## src/rtl/bcd_pkg.sv

```systemverilog
// Shared definitions for the signed BCD datapath: digit width, the BCD range limit,
// comparator FSM states and the three-way magnitude result.
package bcd_pkg;

   localparam int DIGIT_W = 4;
   localparam logic [DIGIT_W-1:0] BCD_MAX = 4'd9;

   typedef enum logic [1:0] {
      IDLE,
      SCAN,
      DONE
   } state_t;

   typedef enum logic [1:0] {
      LT,
      EQ,
      GT
   } cmp_result_t;

   function automatic logic digit_bad(input logic [DIGIT_W-1:0] d);
      return d > BCD_MAX;
   endfunction

   // A one-digit operand still needs a one-bit index register.
   function automatic int idx_width(input int n);
      return (n > 1) ? $clog2(n) : 1;
   endfunction

endpackage

```

## src/rtl/signed_bcd_compare_seq_if.sv

```systemverilog
// Request/result bundle of the digit-serial signed BCD comparator.
interface signed_bcd_compare_seq_if #(
   parameter int DIGITS = 3
);
   import bcd_pkg::*;

   logic                        start;
   logic                        sign_a;
   logic [DIGIT_W*DIGITS-1:0]   A;
   logic                        sign_b;
   logic [DIGIT_W*DIGITS-1:0]   B;
   logic                        busy;
   logic                        done;
   logic                        less;
   logic                        equal;
   logic                        greater;
   logic                        invalid;

   modport master (
      output start, sign_a, A, sign_b, B,
      input  busy, done, less, equal, greater, invalid
   );

   modport slave (
      input  start, sign_a, A, sign_b, B,
      output busy, done, less, equal, greater, invalid
   );

endinterface

```

## src/rtl/bcd_digit_cmp.sv

```systemverilog
// Combinational comparator for one BCD digit pair.
module bcd_digit_cmp
   import bcd_pkg::*;
(
   input  logic [DIGIT_W-1:0] a_i,
   input  logic [DIGIT_W-1:0] b_i,
   output logic               lt_o,
   output logic               eq_o,
   output logic               gt_o
);

   assign lt_o = (a_i <  b_i);
   assign eq_o = (a_i == b_i);
   assign gt_o = (a_i >  b_i);

endmodule

```

## src/rtl/signed_bcd_compare_seq.sv

```systemverilog
// Digit-serial signed BCD comparator: scans MSD first, stops at the first unequal
// digit, then resolves sign and magnitude into registered less/equal/greater flags.
module signed_bcd_compare_seq
   import bcd_pkg::*;
#(
   parameter int DIGITS = 3
) (
   input  logic                     clk,
   input  logic                     rst,
   signed_bcd_compare_seq_if.slave  bus
);

   localparam int W     = DIGIT_W * DIGITS;
   localparam int IDX_W = idx_width(DIGITS);
   localparam logic [IDX_W-1:0] IDX_TOP = IDX_W'(DIGITS - 1);

   state_t             state_q, state_d;
   logic [W-1:0]       a_q, a_d, b_q, b_d;
   logic               sign_a_q, sign_a_d, sign_b_q, sign_b_d;
   logic [IDX_W-1:0]   idx_q, idx_d;
   cmp_result_t        mag_q, mag_d;
   logic               a_nz_q, a_nz_d, b_nz_q, b_nz_d;
   logic               bad_q, bad_d;
   logic               done_q, done_d;
   logic               less_q, less_d;
   logic               equal_q, equal_d;
   logic               greater_q, greater_d;
   logic               invalid_q, invalid_d;

   logic [DIGIT_W-1:0] a_dig, b_dig;
   logic               dig_lt, dig_eq, dig_gt;
   cmp_result_t        dig_res;
   logic               bad_in;

   assign a_dig = a_q[int'(idx_q) * DIGIT_W +: DIGIT_W];
   assign b_dig = b_q[int'(idx_q) * DIGIT_W +: DIGIT_W];

   bcd_digit_cmp u_digit_cmp (
      .a_i  (a_dig),
      .b_i  (b_dig),
      .lt_o (dig_lt),
      .eq_o (dig_eq),
      .gt_o (dig_gt)
   );

   always_comb begin
      dig_res = EQ;
      if (dig_lt)
         dig_res = LT;
      else if (dig_gt)
         dig_res = GT;
   end

   // Range check runs on the live inputs so it is ready on the acceptance edge.
   always_comb begin
      bad_in = 1'b0;
      for (int i = 0; i < DIGITS; i++) begin
         if (digit_bad(bus.A[i*DIGIT_W +: DIGIT_W]) || digit_bad(bus.B[i*DIGIT_W +: DIGIT_W]))
            bad_in = 1'b1;
      end
   end

   always_comb begin
      state_d   = state_q;
      a_d       = a_q;
      b_d       = b_q;
      sign_a_d  = sign_a_q;
      sign_b_d  = sign_b_q;
      idx_d     = idx_q;
      mag_d     = mag_q;
      a_nz_d    = a_nz_q;
      b_nz_d    = b_nz_q;
      bad_d     = bad_q;
      done_d    = 1'b0;
      less_d    = less_q;
      equal_d   = equal_q;
      greater_d = greater_q;
      invalid_d = invalid_q;

      case (state_q)
         IDLE: begin
            if (bus.start) begin
               a_d       = bus.A;
               b_d       = bus.B;
               sign_a_d  = bus.sign_a;
               sign_b_d  = bus.sign_b;
               idx_d     = IDX_TOP;
               mag_d     = EQ;
               a_nz_d    = 1'b0;
               b_nz_d    = 1'b0;
               bad_d     = bad_in;
               less_d    = 1'b0;
               equal_d   = 1'b0;
               greater_d = 1'b0;
               invalid_d = 1'b0;
               state_d   = bad_in ? DONE : SCAN;
            end
         end

         SCAN: begin
            mag_d  = dig_res;
            a_nz_d = a_nz_q | (a_dig != '0);
            b_nz_d = b_nz_q | (b_dig != '0);
            if (!dig_eq || idx_q == '0)
               state_d = DONE;
            else
               idx_d = idx_q - 1'b1;
         end

         DONE: begin
            done_d    = 1'b1;
            state_d   = IDLE;
            less_d    = 1'b0;
            equal_d   = 1'b0;
            greater_d = 1'b0;
            invalid_d = 1'b0;
            if (bad_q) begin
               invalid_d = 1'b1;
            end else if (sign_a_q == sign_b_q) begin
               // Two negatives order opposite to their magnitudes.
               equal_d   = (mag_q == EQ);
               less_d    = sign_a_q ? (mag_q == GT) : (mag_q == LT);
               greater_d = sign_a_q ? (mag_q == LT) : (mag_q == GT);
            end else if (mag_q == EQ && !a_nz_q && !b_nz_q) begin
               equal_d = 1'b1;
            end else begin
               greater_d = !sign_a_q;
               less_d    = sign_a_q;
            end
         end

         default: state_d = IDLE;
      endcase
   end

   always_ff @(posedge clk) begin
      if (rst) begin
         state_q   <= IDLE;
         done_q    <= 1'b0;
         less_q    <= 1'b0;
         equal_q   <= 1'b0;
         greater_q <= 1'b0;
         invalid_q <= 1'b0;
      end else begin
         state_q   <= state_d;
         done_q    <= done_d;
         less_q    <= less_d;
         equal_q   <= equal_d;
         greater_q <= greater_d;
         invalid_q <= invalid_d;
      end
   end

   // Operand and scan bookkeeping is always rewritten on acceptance, so no reset.
   always_ff @(posedge clk) begin
      a_q      <= a_d;
      b_q      <= b_d;
      sign_a_q <= sign_a_d;
      sign_b_q <= sign_b_d;
      idx_q    <= idx_d;
      mag_q    <= mag_d;
      a_nz_q   <= a_nz_d;
      b_nz_q   <= b_nz_d;
      bad_q    <= bad_d;
   end

   assign bus.busy    = (state_q != IDLE);
   assign bus.done    = done_q;
   assign bus.less    = less_q;
   assign bus.equal   = equal_q;
   assign bus.greater = greater_q;
   assign bus.invalid = invalid_q;

endmodule

```

## src/flat_wrapper.sv

```systemverilog
// flat-port wrapper written by rule: the top's interface ports become plain ports
module signed_bcd_compare_seq_flat import bcd_pkg::*;
#(
   parameter int DIGITS = 3
)
  (clk, rst, bus_start, bus_sign_a, bus_A, bus_sign_b, bus_B, bus_busy, bus_done, bus_less, bus_equal, bus_greater, bus_invalid);
  signed_bcd_compare_seq_if #(.DIGITS(DIGITS)) bus_i ();
  input  logic clk;
  input  logic rst;
  input wire logic [$bits(bus_i.start)-1:0] bus_start;
  input wire logic [$bits(bus_i.sign_a)-1:0] bus_sign_a;
  input wire logic [$bits(bus_i.A)-1:0] bus_A;
  input wire logic [$bits(bus_i.sign_b)-1:0] bus_sign_b;
  input wire logic [$bits(bus_i.B)-1:0] bus_B;
  output wire logic [$bits(bus_i.busy)-1:0] bus_busy;
  output wire logic [$bits(bus_i.done)-1:0] bus_done;
  output wire logic [$bits(bus_i.less)-1:0] bus_less;
  output wire logic [$bits(bus_i.equal)-1:0] bus_equal;
  output wire logic [$bits(bus_i.greater)-1:0] bus_greater;
  output wire logic [$bits(bus_i.invalid)-1:0] bus_invalid;
  assign bus_i.start = bus_start;
  assign bus_i.sign_a = bus_sign_a;
  assign bus_i.A = bus_A;
  assign bus_i.sign_b = bus_sign_b;
  assign bus_i.B = bus_B;
  assign bus_busy = bus_i.busy;
  assign bus_done = bus_i.done;
  assign bus_less = bus_i.less;
  assign bus_equal = bus_i.equal;
  assign bus_greater = bus_i.greater;
  assign bus_invalid = bus_i.invalid;
  signed_bcd_compare_seq #(.DIGITS(DIGITS)) u_core (.clk(clk), .rst(rst), .bus(bus_i));
endmodule
```

## config.mk

```make
export PLATFORM = sky130hd
export DESIGN_NAME = signed_bcd_compare_seq_flat
export DESIGN_NICKNAME = d
export VERILOG_FILES = /design/src/rtl/bcd_pkg.sv /design/src/rtl/signed_bcd_compare_seq_if.sv /design/src/rtl/bcd_digit_cmp.sv /design/src/rtl/signed_bcd_compare_seq.sv /design/src/flat_wrapper.sv
export SDC_FILE = /design/constraint.sdc
export NUM_CORES = 1
export LEC_CHECK = 0
export CAP_MARGIN = 30
export CORE_ASPECT_RATIO = 0.5
export CORE_UTILIZATION = 41
export DETAILED_ROUTE_END_ITERATION = 16
export HOLD_SLACK_MARGIN = 0.06
export PLACE_DENSITY = 0.66
export REMOVE_ABC_BUFFERS = 1
export SYNTH_ARGS = -nofsm -noshare
export SYNTH_HDL_FRONTEND = slang
export SYNTH_HIERARCHICAL = 1
export SYNTH_SLANG_ARGS = --single-unit
```

## constraint.sdc

```tcl
create_clock -name clk -period 2.5 [get_ports clk]
set_clock_uncertainty 0.05 [all_clocks]
set_input_delay 0.25 -clock clk [delete_from_list [all_inputs] [get_ports clk]]
set_output_delay 0.25 -clock clk [all_outputs]
set_load 0.01 [all_outputs]
```

# After elaboration in Yosys (flattened, before gate mapping)
# Index checks and enable logic that the tools add are counted.
op_classes:
  addsub: 1
  n_lt_le_gt_ge: 8
  n_eq_ne: 9
  shift: 2
  n_mux: 34
  bitwise: 2
  reduce_logical: 23
ops:
  columns: ["operator", "n"]
  rows:
  - ["$gt 4x4->1 const B", 6]
  - ["$shiftx 12x5->4", 2]
  - ["$mux 1", 17]
  - ["$mux 2", 8]
  - ["$pmux 1 s2", 6]
  - ["$pmux 2 s2", 3]
  - ["$reduce_and 2->1", 4]
  - ["$reduce_bool 4->1", 2]
  - ["$logic_not 2->1", 3]
  - ["$reduce_bool 2->1", 3]
  - ["$eq 2x1->1 const B", 2]
  - ["$eq 2x2->1 const B", 2]
  - ["$eq 4x4->1", 1]
  - ["$gt 4x4->1", 1]
  - ["$logic_not 1->1", 4]
  - ["$logic_or 1x1->1", 4]
  - ["$lt 4x4->1", 1]
  - ["$ne 2x2->1 const B", 2]
  - ["$reduce_and 3->1", 1]
  - ["$logic_and 1x1->1", 2]
  - ["$ne 2x1->1 const B", 1]
  - ["$or 1x1->1", 2]
  - ["$sub 2x1->2 const B", 1]
  - ["$eq 1x1->1", 1]
totals:
  regBits: 40
  input_bits: 29
  word_cells: 94

# Depth between registers and ports, before layout
depth:
  depth_word: 8
  depth_mapped: 13
  depth_no_buf: 11

# Cells and area by module
# Netlist, hierarchy kept.
by_module_without_submodules:
  columns: ["module", "instances", "cells_per_inst", "area_per_inst_um2", "seq_area_each_um2"]
  rows:
  - ["signed_bcd_compare_seq", 1, 124, 1674.1, 1131.1]
  - ["bcd_digit_cmp", 1, 16, 128.9, 0.0]

# Worst setup path before layout
# No wires, ideal clock.
synth_timing:
  path_type: "register to register"
  start: "register u_core.state_q[1]"
  end: "register u_core.a_q[0] (enable)"
  setup_ps: 411
  t_arrival_ps: 1863
  t_required_ps: 2039
  setup_slack_ps: 176
  stages_incl_launch_ff: 3
  n_path_buf: 0
  cell_sequence: "dfxtp_1 or2_2 nor2_1"
synth_via:
  elab_chain_len: 2
synth_rtl:
  columns: ["item", "line", "text"]
  rows:
  - ["start: declaration", "signed_bcd_compare_seq.sv:17", "state_t state_q, state_d;"]
  - ["start signal: assignment", "signed_bcd_compare_seq.sv:145", "state_q <= state_d;"]
  - ["$logic_not 2->1", "signed_bcd_compare_seq.sv:80", "case (state_q)"]
  - ["$reduce_and 2->1 (no line)", null, null]
  - ["end signal: assignment", "signed_bcd_compare_seq.sv:156", "a_q <= a_d;"]
  - ["end: declaration", "signed_bcd_compare_seq.sv:18", "logic [W-1:0] a_q, a_d, b_q, b_d;"]
# Every way passes these cells.
# A chain may end at the register's enable or synchronous reset.

# Worst setup path in the final report
layout_timing:
  start: "register u_core.idx_q[1]"
  end: "register u_core.idx_q[1] (enable)"
layout_via:
  elab_chain_len: 6
layout_rtl:
  columns: ["item", "line", "text"]
  rows:
  - ["start: declaration", "signed_bcd_compare_seq.sv:20", "logic [IDX_W-1:0] idx_q, idx_d;"]
  - ["start signal: assignment", "signed_bcd_compare_seq.sv:160", "idx_q <= idx_d;"]
  - ["$shiftx 12x5->4", "signed_bcd_compare_seq.sv:36", "assign b_dig = b_q[int'(idx_q) * DIGIT_W +: DIGIT_W];"]
  - ["net u_core.b_dig[1]", "signed_bcd_compare_seq.sv:30", "logic [DIGIT_W-1:0] a_dig, b_dig;"]
  - ["$eq 4x4->1", "bcd_digit_cmp.sv:13", "assign eq_o = (a_i == b_i);"]
  - ["net u_core.dig_eq", "signed_bcd_compare_seq.sv:31", "logic dig_lt, dig_eq, dig_gt;"]
  - ["$logic_not 1->1", "signed_bcd_compare_seq.sv:104", "if (!dig_eq || idx_q == '0)"]
  - ["$logic_or 1x1->1", "signed_bcd_compare_seq.sv:104", null]
  - ["$ne 2x2->1 (no line)", null, null]
  - ["$reduce_and 3->1 (no line)", null, null]
# The timed path passes the listed nets, and every way through them passes these cells.

==> summary.log <==
INFO  run_status     status=finished, final reports clean
INFO  timing         finalSetupViolCount=0
INFO  global_route   antenna_found_initial=0
INFO  clocking       h-tree-depth=2
INFO  worst_setup_path criticalPathCategory=flop to flop
INFO  clocking       cts_buffers=5
INFO  finish         layout-drive-gt1-share=0.114
INFO  timing         period_share=0.925
INFO  clocking       postCtsResizedCells=0
INFO  clocking       cts.reportedPaths.clkPinSlew=70ps
INFO  global_route   grt.total_usage=0.166
INFO  clocking       cts.root.buffer_cell=clkbuf_8
INFO  worst_setup_path worst-path-max-fanout=8
INFO  worst_setup_path timing.critical_path.to_type=flop
INFO  routing        drtPass1Iterations=4
INFO  floorplanning  design.portCount=35
INFO  finish         layout.nets=217
INFO  finish         antennaDiodeCount=0
INFO  synth          synth.ff_latch_count=40
INFO  worst_hold_path hold_depth=2
INFO  floorplanning  die_height=48.9µm
INFO  synth          ys_seq_area_frac=0.627
INFO  routing        drc_errors=0
INFO  finish         fillerInstances=357
INFO  worst_setup_path start_kind=flop
INFO  floorplanning  floorplan.initialDensity=0.444
INFO  finish         flow.area_growth_from_synthesis=28.9%
INFO  power_and_ir_drop p_total=1.40mW
INFO  power_and_ir_drop power.ir.vdd_worst=0.236mV
INFO  routing        drtAntennaViolNets=0
INFO  worst_setup_path worst_path_most_repeated_cell=nand2_1
INFO  power_and_ir_drop power_per_cell_area=604mW/mm²
INFO  routing        viasPerCell=5.03
INFO  timing         final-max-slew-violation-count=0
INFO  routing        drt_first_iter_violations=36
INFO  synth          syn_area=0.00180mm²
INFO  routing        routedWlPerCell=13.5µm
INFO  timing         worst_slew_margin_rel=0.729
INFO  routing        num_vias=1,197
INFO  power_and_ir_drop p_leak=0.879nW
INFO  worst_setup_path worst_ep_required_time=2430ps
INFO  timing         finalSetupTns=0ps
INFO  worst_setup_path cpMaxStageDelayCell=edfxtp_1
INFO  worst_setup_path timing.reg2reg.worst_path_depth=9
INFO  synth          syn-mean-instance-area=12.9µm²
INFO  clocking       clkSinkCount=40
INFO  worst_setup_path crit_path_max_incr_delay=430ps
INFO  synth          ys.warnings.count=6
INFO  timing         final-hold-violation-count=0
INFO  floorplanning  chipWidth=95.8µm
INFO  global_route   globalRoute.totalOverflow=0
INFO  timing         rsz0062_at_grt=no
INFO  placed_design  numPortBuffers=34
INFO  global_route   grt_max_degree=16
INFO  placed_design  place.gp.congestion=0.857
INFO  timing         period_needed=2310ps
INFO  floorplanning  core.rowCount=16
INFO  clocking       clock_path_buffers=2
INFO  worst_hold_path hold_class=flop to flop
INFO  synth          synthesized_instance_count=140
INFO  run            max_cap_viol_count=0
INFO  floorplanning  die-area=0.00468mm²
INFO  worst_setup_path path_cells=nor2b_2, nand2_1, o21ai_0, inv_1, ha_1, nand2_1, nor2_1, nand2b_1, o22ai_1
INFO  finish         multi_input_logic_area=613µm²
INFO  synth          ys_types=34
INFO  floorplanning  core_region_area=0.00406mm²
INFO  clocking       cts_hold_bufs=0
INFO  timing         fmax=432MHz
INFO  timing         worst_pin_slew=402ps
INFO  clocking       cts_tree=built
INFO  global_route   grt_pass1_vias=1,194
INFO  worst_setup_path cp_data_arrival_time=2240ps
INFO  clocking       worstSkewPairLatency=290ps
INFO  placed_design  final_hpwl_dp=2.47mm
INFO  global_route   grt_first_pass_wirelength=5.62mm
INFO  finish         flip_flop_and_latch_area=0.00113mm²
INFO  routing        overall_routed_net_length=3.22mm
INFO  clocking       post-cts-setup-buffer-count=0
## area by class of cell
type,instances,area share
Timing Repair Buffer,39,0.163
Sequential cell,40,0.487
Multi-Input combinational cell,88,0.264
Clock buffer,8,0.0431
Inverter,9,0.0145
Tap cell,54,0.0291
## report_power, final
| group | leakage, nW | internal, mW | switching (mW) | total, mW |
|---|---|---|---|---|
| combinational | 0.459 | 0.0873 | 0.0724 | 0.160 |
| sequential | 0.369 | 0.761 | 0.0158 | 0.777 |
| clock | 0.0515 | 0.252 | 0.214 | 0.466 |
## critical path: cells and delay by family, from the launching register on
kind | cells | cell delay [ps]
flip-flops | 1 | 430
AO/OA/AOI/OAI | 2 | 350
adder cells (fa/ha/maj) | 1 | 300
AND/OR/NAND/NOR | 5 | 790
buffers and inverters | 1 | 80
## sequential cells by signal, indices dropped and copies added, names as in the netlist, 2 cells and up
register	flops
u_core/idx_q	2
u_core/mag_q	2
u_core/state_q	2
u_core/b_q	12
u_core/a_q	12
## placed cells by master, fill, tap and decap left out, drive strengths merged, types with 2 or more instances in the layout
| master | count |
|---|---|
| nor2b | 4 |
| inv | 9 |
| o2bb2ai | 6 |
| nand2b | 3 |
| nor3 | 2 |
| nand2 | 9 |
| ha | 5 |
| edfxtp | 33 |
| nor3b | 3 |
| a21oi | 6 |
| o31a | 2 |
| mux2i | 8 |
| nor2 | 13 |
| o21ai | 13 |
| clkdlybuf4s50 | 34 |
| buf | 5 |
| dfxtp | 7 |
| or3 | 2 |
| clkbuf | 8 |
## Yosys cell counts, drive strengths merged
master / n / share of area
edfxtp: 33 / 0.55
nor2: 13 / 0.027
o21ai: 13 / 0.036
inv: 9 / 0.019
nand2: 9 / 0.019
mux2i: 8 / 0.044
dfxtp: 7 / 0.078
a21oi: 6 / 0.019
o2bb2ai: 6 / 0.036
ha: 5 / 0.035
nor2b: 4 / 0.019
buf: 3 / 0.015
nand2b: 3 / 0.010
nor3b: 3 / 0.012
nor3: 2 / 0.0056
o31a: 2 / 0.0097
or3: 2 / 0.0069
a21o: 1 / 0.0042
a32oi: 1 / 0.0049
and2: 1 / 0.0035
nand4: 1 / 0.0035
nand4b: 1 / 0.0049
o211a: 1 / 0.0056
o21ba: 1 / 0.0056
o21bai: 1 / 0.010
o22ai: 1 / 0.0035
or2: 1 / 0.0035
or4: 1 / 0.0042
xor2: 1 / 0.0049
## path summary, 6_finish.rpt
| path | start | end | slack, ps |
|---|---|---|---|
| setup reg to reg | u_core/idx_q[1]$_SDFFCE_PN1P_ | u_core/idx_q[1]$_SDFFCE_PN1P_ | 190 |
| setup / recovery | u_core/idx_q[1]$_SDFFCE_PN1P_ | u_core/idx_q[1]$_SDFFCE_PN1P_ | 190 |
| hold reg to reg | u_core/bus.less$_SDFFE_PP0P_ | u_core/bus.less$_SDFFE_PP0P_ | 410 |
| hold / removal | u_core/bus.less$_SDFFE_PP0P_ | u_core/bus.less$_SDFFE_PP0P_ | 410 |
## routing by layer
layer	GRT usage	wire length [µm]
met1	0.225	1610
met2	0.240	1370
met3	0.0561	181
met4	0.0746	55
met5	0	0
## metrics by stage
stage / cell area [µm²] / setup slack (ps) / hold WS, ps / utilization / cells
2_1_floorplan: 1780 / 176 / 269 / - / 137
3_3_place_gp: 2220 / 273 / 394 / 0.547 / 230
3_5_place_dp: 2220 / 229 / 403 / 0.547 / 230
4_1_cts: 2320 / 190 / 414 / 0.572 / 238
5_1_grt: 2320 / 0.811 / 422 / 0.572 / 238
6_report: 2320 / 187 / 410 / 0.572 / 238
## cells by family (layout without fill, tap and decap cells)
kind of cell,Yosys count,in the layout,share of synthesized area
flip-flops,40,40,0.627
AO/OA/AOI/OAI,33,33,0.135
adder cells (fa/ha/maj),5,5,0.0347
XOR/XNOR,1,1,0.00486
buffers and inverters,12,56,0.0340
AND/OR/NAND/NOR,41,41,0.120
multiplexers,8,8,0.0444
(Power assumes the default switching activity.)
